[src/rtl/rx_data_buffer_if.sv]
// Receive-side output stream: head-of-FIFO word, flags and consumer accept.
// The receiver drives the data side; the consumer drives dout_ready.
interface rx_data_buffer_if #(
    parameter int SIZE = 8
);
    logic [SIZE-1:0] dout;
    logic            dout_valid;
    logic            dout_ready;
    logic            ferr;
    logic            perr;
    logic            overrun;

    modport master (
        output dout,
        output dout_valid,
        output ferr,
        output perr,
        output overrun,
        input  dout_ready
    );

    modport slave (
        input  dout,
        input  dout_valid,
        input  ferr,
        input  perr,
        input  overrun,
        output dout_ready
    );
endinterface

[src/rtl/rx_data_buffer.sv]
// Serial frame receiver (start, LSB-first data, optional parity, stop)
// feeding a small FIFO of {data, ferr, perr} entries with sticky overrun.
module rx_data_buffer #(
    parameter int SIZE       = 8,
    parameter int PARITY_EN  = 0,
    parameter int PARITY_ODD = 0,
    parameter int DEPTH      = 4
) (
    input  logic                clk,
    input  logic                rst_n,
    input  logic                rxc_tick,
    input  logic                rxd,
    input  logic                rxen,
    input  logic                clr_err,
    rx_data_buffer_if.master    bus
);

    localparam int   AW      = $clog2(DEPTH);
    localparam int   CW      = $clog2(SIZE + 1);
    localparam int   EW      = SIZE + 2;
    localparam logic HAS_PAR = (PARITY_EN != 0);
    localparam logic ODD     = (PARITY_ODD != 0);

    typedef enum logic [2:0] {
        IDLE,
        START,
        DATA,
        PARITY,
        STOP
    } state_t;

    state_t          state_q, state_d;
    logic [CW-1:0]   cnt_q, cnt_d;
    logic [SIZE-1:0] shift_q, shift_d;
    logic            perr_q, perr_d;
    logic            push;

    logic [EW-1:0]   mem [DEPTH];
    logic [AW:0]     wptr_q, wptr_d;
    logic [AW:0]     rptr_q, rptr_d;
    logic [EW-1:0]   hold_q;
    logic            ovr_q, ovr_d;

    logic            empty;
    logic            full;
    logic            pop;
    logic            wr;
    logic            ovr_set;
    logic [EW-1:0]   head;
    logic [EW-1:0]   out_word;

    always_ff @(posedge clk or negedge rst_n) begin
        if (!rst_n) begin
            state_q <= IDLE;
            cnt_q   <= '0;
            shift_q <= '0;
            perr_q  <= 1'b0;
        end else begin
            state_q <= state_d;
            cnt_q   <= cnt_d;
            shift_q <= shift_d;
            perr_q  <= perr_d;
        end
    end

    // Losing RXEN abandons a frame at once, tick or not; STOP always completes.
    always_comb begin
        state_d = state_q;
        cnt_d   = cnt_q;
        shift_d = shift_q;
        perr_d  = perr_q;
        push    = 1'b0;
        unique case (state_q)
            IDLE: begin
                if (rxc_tick && rxen) begin
                    state_d = START;
                    cnt_d   = '0;
                    perr_d  = 1'b0;
                end
            end
            START: begin
                if (!rxen) begin
                    state_d = IDLE;
                end else if (rxc_tick) begin
                    cnt_d   = '0;
                    state_d = rxd ? IDLE : DATA;
                end
            end
            DATA: begin
                if (!rxen) begin
                    state_d = IDLE;
                end else if (rxc_tick) begin
                    shift_d          = shift_q >> 1;
                    shift_d[SIZE-1]  = rxd;
                    cnt_d            = cnt_q + CW'(1);
                    if (cnt_q == CW'(SIZE - 1)) begin
                        state_d = HAS_PAR ? PARITY : STOP;
                    end
                end
            end
            PARITY: begin
                if (!rxen) begin
                    state_d = IDLE;
                end else if (rxc_tick) begin
                    perr_d  = ((^shift_q) ^ rxd) != ODD;
                    state_d = STOP;
                end
            end
            STOP: begin
                if (rxc_tick) begin
                    push    = 1'b1;
                    state_d = IDLE;
                end
            end
            default: state_d = IDLE;
        endcase
    end

    assign empty = (wptr_q == rptr_q);
    assign full  = (wptr_q[AW] != rptr_q[AW]) &&
                   (wptr_q[AW-1:0] == rptr_q[AW-1:0]);

    // A pop in the same cycle frees the slot a full-FIFO push needs.
    assign pop     = !empty && bus.dout_ready;
    assign wr      = push && (!full || pop);
    assign ovr_set = push && full && !pop;

    always_comb begin
        wptr_d = wptr_q;
        rptr_d = rptr_q;
        ovr_d  = ovr_q;
        if (wr) begin
            wptr_d = wptr_q + 1'b1;
        end
        if (pop) begin
            rptr_d = rptr_q + 1'b1;
        end
        if (clr_err) begin
            ovr_d = 1'b0;
        end
        if (ovr_set) begin
            ovr_d = 1'b1;
        end
    end

    always_ff @(posedge clk) begin
        if (wr) begin
            mem[wptr_q[AW-1:0]] <= {shift_q, !rxd, perr_q};
        end
    end

    assign head = mem[rptr_q[AW-1:0]];

    always_ff @(posedge clk or negedge rst_n) begin
        if (!rst_n) begin
            wptr_q <= '0;
            rptr_q <= '0;
            ovr_q  <= 1'b0;
            hold_q <= '0;
        end else begin
            wptr_q <= wptr_d;
            rptr_q <= rptr_d;
            ovr_q  <= ovr_d;
            if (!empty) begin
                hold_q <= head;
            end
        end
    end

    // Once drained, the outputs keep showing the last head entry.
    assign out_word       = empty ? hold_q : head;
    assign bus.dout       = out_word[EW-1:2];
    assign bus.ferr       = out_word[1];
    assign bus.perr       = out_word[0];
    assign bus.dout_valid = !empty;
    assign bus.overrun    = ovr_q;

endmodule

[src/flat_wrapper.sv]
// flat-port wrapper written by rule: the top's interface ports become plain ports
module rx_data_buffer_flat 
#(
    parameter int SIZE       = 8,
    parameter int PARITY_EN  = 0,
    parameter int PARITY_ODD = 0,
    parameter int DEPTH      = 4
)
  (clk, rst_n, rxc_tick, rxd, rxen, clr_err, bus_dout, bus_dout_valid, bus_ferr, bus_perr, bus_overrun, bus_dout_ready);
  rx_data_buffer_if #(.SIZE(SIZE)) bus_i ();
  input  logic clk;
  input  logic rst_n;
  input  logic rxc_tick;
  input  logic rxd;
  input  logic rxen;
  input  logic clr_err;
  output wire logic [$bits(bus_i.dout)-1:0] bus_dout;
  output wire logic [$bits(bus_i.dout_valid)-1:0] bus_dout_valid;
  output wire logic [$bits(bus_i.ferr)-1:0] bus_ferr;
  output wire logic [$bits(bus_i.perr)-1:0] bus_perr;
  output wire logic [$bits(bus_i.overrun)-1:0] bus_overrun;
  input wire logic [$bits(bus_i.dout_ready)-1:0] bus_dout_ready;
  assign bus_dout = bus_i.dout;
  assign bus_dout_valid = bus_i.dout_valid;
  assign bus_ferr = bus_i.ferr;
  assign bus_perr = bus_i.perr;
  assign bus_overrun = bus_i.overrun;
  assign bus_i.dout_ready = bus_dout_ready;
  rx_data_buffer #(.SIZE(SIZE), .PARITY_EN(PARITY_EN), .PARITY_ODD(PARITY_ODD), .DEPTH(DEPTH)) u_core (.clk(clk), .rst_n(rst_n), .rxc_tick(rxc_tick), .rxd(rxd), .rxen(rxen), .clr_err(clr_err), .bus(bus_i));
endmodule
[config.mk]
export PLATFORM = sky130hd
export DESIGN_NAME = rx_data_buffer_flat
export DESIGN_NICKNAME = d
export VERILOG_FILES = /design/src/rtl/rx_data_buffer_if.sv /design/src/rtl/rx_data_buffer.sv /design/src/flat_wrapper.sv
export SDC_FILE = /design/constraint.sdc
export NUM_CORES = 1
export LEC_CHECK = 0
export ABC_AREA = 1
export CORE_ASPECT_RATIO = 2
export CORE_UTILIZATION = 50
export CTS_BUF_LIST = sky130_fd_sc_hd__clkbuf_8
export CTS_CLUSTER_DIAMETER = 30
export CTS_CLUSTER_SIZE = 25
export DETAILED_ROUTE_END_ITERATION = 6
export PLACE_DENSITY = 0.69
export SLEW_MARGIN = 20
export SYNTH_ARGS = -nofsm -noshare
export SYNTH_HDL_FRONTEND = slang
export SYNTH_SLANG_ARGS = --single-unit
export TNS_END_PERCENT = 10
[constraint.sdc]
create_clock -name clk -period 3.99 [get_ports clk]
set_input_delay 0.9975 -clock clk [delete_from_list [all_inputs] [get_ports clk]]
set_output_delay 0.9975 -clock clk [all_outputs]
set_load 0.02 [all_outputs]
# After elaboration in Yosys (flattened, before gate mapping)
# Memory sizes are Yosys's and may differ from the RTL's.
# Index checks and enable logic that the tools add are counted.
# totals
regBits	33
mem_bits_rw	40
input_bits	7
output_inout_bits	12
word_cells	81
memories	1
# classes
n_addsub	3
n_eq_ne	20
mux	28
bitwise	1
n_reduce_logical	20
# memory_table
name	depth	width	rd	rd_clocked_by_memory_dff	wr	line_no	source
u_core.mem	4	10	1	0	1	rx_data_buffer.sv:38	logic [EW-1:0] mem [DEPTH];
# op_table
cell	n
3-bit two-way mux	9
4-bit two-way mux	5
3-bit one-hot mux with 5 select lines	1
2-bit != test (second input constant)	7
4-bit one-hot mux with 3 select lines	1
6-bit AND reduction	2
10-bit two-way mux	1
1-bit two-way mux	9
3-bit != test (second input constant)	3
8-bit XOR reduction	1
3-bit by 1-bit adder with 3-bit output (second input constant)	2
3-bit by 2-bit == test with 1-bit output (second input constant)	2
1-bit logical AND	6
4-bit by 1-bit adder with 4-bit output (second input constant)	1
4-bit by 3-bit == test with 1-bit output (second input constant)	1
1-bit zero test	4
4-bit AND reduction	1
2-bit nonzero test	2
3-bit by 1-bit == test with 1-bit output (second input constant)	1
3-bit == test	1
3-bit == test (second input constant)	1
3-bit zero test	1
3-bit by 2-bit != test with 1-bit output (second input constant)	1
3-bit AND reduction	1
other kinds (8)	8

# Logic depth before layout (Yosys ltp)
# logic_depth
depth_word	7
mapped_depth	11

# Worst setup path after synthesis
# OpenSTA, ideal clock, no wires.
# synth_timing
kind	reg2out
start	register u_core.rptr_q[0]
end	output port bus_dout[0]
arrival_time_ps	1416
required_time_ps	2993
path_slack_ps	1577
stages_incl_launch_ff	6
path_buffers	1
cell_sequence	dfrtp_1 xor2_1 nor2_1 nand2_2 buf_2 a31oi_1
# synth_between
elab_chain_cells	2
# synth_lines
item	line_no	source
from (decl)	rx_data_buffer.sv:40	logic [AW:0] rptr_q, rptr_d;
from (signal assigned)	rx_data_buffer.sv:162	rptr_q <= rptr_d;
memory read 4 x 10 bit / 3-bit == test (equally long branches)	--	
10-bit two-way mux (*)	rx_data_buffer.sv:171	assign out_word = empty ? hold_q : head;
to (decl)	flat_wrapper.sv:17	output wire logic [$bits(bus_i.dout)-1:0] bus_dout;
# Every way passes the cells marked *; elsewhere a longest branch is shown, timed or not.

# Worst setup path in the final report
# layout_timing
start	register u_core.rptr_q[0]
end	output port bus_dout[2]
# The elaborated chain is that of the path after synthesis.

==> flow_summary_export.csv <==
group,metric,value,unit
status,status,"finished, final reports clean",
placed_design,place_area,0.00347,mm2
timing,finalHoldViolCount,0,
placed_design,hpwlAfterDp,3960,um
flow_run,cap_violations,0,
detailed_routing,avgViaCountPerCell,4.89,
timing,setup-tns-final,0,ns
grt,first_global_vias,2071,
clock_tree,cts_resized,0,
power_and_ir_drop,power.share.sequential,38.2,%
synthesis,synth_seq_cells,73,
synthesis,synth.distinct_cells,33,
min_path,hold_path_class,"reg2reg",
clock_tree,cts_buffers,9,
finish,drive_above_1_share,11.1,%
placed_design,pre_cts_ws,0.875,ns
timing,fmax,0.290,GHz
power_and_ir_drop,power_leakage,1.52,nW
timing,relSlewSlack,44.5,%
timing,whs,0.500,ns
detailed_routing,route.vias.total,2055,
floorplanning,io_pins,19,
timing,final-max-slew-violation-count,0,
detailed_routing,finalWirelength,5510,um
placed_design,globalplace.congestion,0.763,
critical_path,reg2reg_to,"u_core.mem[0][9]",
clock_tree,cts_setup_buffers,0,
clock_tree,clk_latency,0.34,ns
grt,grt_max_degree,34,
grt,grt_util_met1,20.5,%
critical_path,crit_type,"reg2out",
critical_path,cp_max_fo,23,
critical_path,r2r_slack,1.80,ns
timing,fin_skew,0.00694,ns
finish,final_cell_area,0.00368,mm2
power_and_ir_drop,pwr_density_cell,792,mW/mm2
critical_path,critPathCapture,"bus_dout[2]",
timing,rsz0062_at_grt,"false",
critical_path,cp.arrival,2.45,ns
detailed_routing,firstDrtPassIters,5,
clock_tree,cts_root_buf,"clkbuf_8",
critical_path,rr_worst_depth,6,
synthesis,ys_top_cells_by_area,"edfxtp_1 (37%), dfrtp_1 (26%), nor2_1 (7.7%), nand2_1 (4.7%), inv_1 (3.3%)",
finish,nets,342,
floorplanning,die_w,58.6,um
power_and_ir_drop,p_sw_share,37.9,%
power_and_ir_drop,power_switching,1.10,mW
critical_path,crit_path_start_kind,"flop",
power_and_ir_drop,comb_power_share,41.0,%
finish,diodes,0,
timing,setup_viol,0,
synthesis,synth_area_leader_cell,"edfxtp_1",
power_and_ir_drop,clock_power_share,20.8,%
floorplanning,die_y,115,um
clock_tree,cts-htree-levels,3,
detailed_routing,ant_nets,0,
grt,met3_usage,3.82,%
synthesis,yosys.area.top_type_share,37.5,%
detailed_routing,drt-initial-drc-count,103,
power_and_ir_drop,p_int,1.81,mW
critical_path,cp.required,2.99,ns
power_and_ir_drop,ir_worst_vdd,0.000276,V
grt,grt_overflow,0,
synthesis,syn_area_per_cell,10.5,um2
synthesis,synth-main-ff-cell,"edfxtp_1",
synthesis,netlist_area,0.00321,mm2
placed_design,port_buffers,18,
synthesis,synth_warnings,0,
synthesis,syn_inst,306,
grt,grt_first_pass_wirelength,9480,um
grt,track_usage,19.1,%
floorplanning,std_cell_rows,41,
critical_path,worstSetupStartpoint,"u_core.rptr_q[0]",
timing,max_slew.worst_pin.slew,0.829,ns
timing,min_period,3.44,ns
synthesis,ys_seq_area_share,63.2,%
finish,areaGrowthSynthToFinish,14.7,%
clock_tree,cts_sinks,73,
critical_path,r2r-start,"u_core.rptr_q[0]",
floorplanning,core,0.00626,mm2
detailed_routing,wl_per_cell,13.1,um
detailed_routing,drcViolationCount,0,
floorplanning,start_util,51.2,%
grt,grt.busiest_layer,"met2",
synthesis,syn-num-nets,319,
critical_path,endpoint_kind,"primary output",
grt,antenna_found_initial,0,
timing,setup_slack,0.546,ns
clock_tree,clk_pin_slew,0.07,ns
clock_tree,clock_path_buffers,2,
timing,finalCritPeriodShare,86.3,%
floorplanning,dieArea,0.00676,mm2
synthesis,synth_most_common_cell,"nor2_1",
synthesis,synth_top_cells_by_count,"nor2_1 (66), edfxtp_1 (40), nand2_1 (40)",
clock_tree,cts_hold_buf,0,
synthesis,synth_edf_count,40,
clock_tree,cts_tree,"done",
synthesis,synthArstFlopShare,45.2,%
grt,grtUsageMet2,34.4,%
[layer usage]
layer  routed length [um]  up-vias
met5                    0        -
met4                  116        0
met3                  137       11
met2                 3020       33
met1                 2230      948
li1                     -     1063
[power by group through the flow]
stage	clock network, mW	logic, mW	registers [mW]
3_3_place_gp	0	1.17	1.12
6_report	0.607	1.19	1.11
3_5_place_dp	0	1.21	1.13
2_1_floorplan	0	0.851	1.08
5_1_grt	0.652	1.35	1.13
4_1_cts	0.618	1.21	1.11
[area by class of cell]
class                           count  area [um2]
Clock buffer                        9         124
Tap cell                           86         108
Timing Repair Buffer               21         203
Fill cell                         535        2580
Clock inverter                      7        85.1
Multi-Input combinational cell    194        1020
Sequential cell                    73        2030
Inverter                           30         113
[cell usage in the layout (no fill, tap or decap), drive strengths merged, types with 2 or more instances in the layout]
| cell | instances |
|---|---|
| nor2 | 68 |
| nand2 | 44 |
| edfxtp | 40 |
| dfrtp | 33 |
| inv | 30 |
| o21ai | 30 |
| clkdlybuf4s50 | 18 |
| a31oi | 10 |
| clkbuf | 9 |
| a21oi | 8 |
| nand3 | 7 |
| xor2 | 6 |
| ha | 6 |
| xnor2 | 4 |
| clkinv | 4 |
| buf | 3 |
| nor3 | 3 |
| o211ai | 2 |
| o22ai | 2 |
| bufinv | 2 |
[worst min path at each step]
| stage | end | cells after the start | startpoint | slack, ns |
|---|---|---|---|---|
| floorplan | u_core.rptr_q[2] | 1 | u_core.rptr_q[2] | 0.47 |
| global placement | u_core.cnt_q[1] | 2 | u_core.cnt_q[1] | 0.48 |
| detailed placement | u_core.rptr_q[2] | 1 | u_core.rptr_q[2] | 0.49 |
| CTS | u_core.rptr_q[2] | 1 | u_core.rptr_q[2] | 0.50 |
| global route | u_core.rptr_q[2] | 1 | u_core.rptr_q[2] | 0.52 |
| finish | u_core.rptr_q[2] | 1 | u_core.rptr_q[2] | 0.50 |
[critical path: stages, from the launching register on]
cell             delay [ns]
dfrtp_1                0.39
buf_4                  0.21
xor2_1                 0.19
nor2_1                 0.17
nand2_2                0.25
a31oi_1                0.26
clkdlybuf4s50_1        0.63
[flip-flops by register name, summed over array words and instances (netlist names)]
name,count
u_core.mem,40
u_core.hold_q,10
u_core.shift_q,8
u_core.cnt_q,4
u_core.rptr_q,3
u_core.state_q,3
u_core.wptr_q,3
u_core.bus.overrun,1
u_core.perr_q,1
[logic make-up (layout without fill, tap and decap cells)]
kind of cell | Yosys count | count (layout) | synth area share (%)
compound gates | 52 | 52 | 9.91
xor+xnor | 10 | 10 | 2.73
fa+ha+maj | 6 | 6 | 2.34
buf+inv | 39 | 67 | 5.03
flops | 73 | 73 | 63.2
simple gates | 126 | 126 | 16.8
[metrics by stage]
stage                     util [%]  cells  power [mW]
after floorplan                  -    306        1.93
after global placement        55.4    404        2.29
after detailed placement      55.4    404        2.34
after CTS                     58.8    420        2.94
after global routing          58.8    420        3.14
final                         58.8    420        2.91
Note: power is estimated with default switching activity, not from simulation.
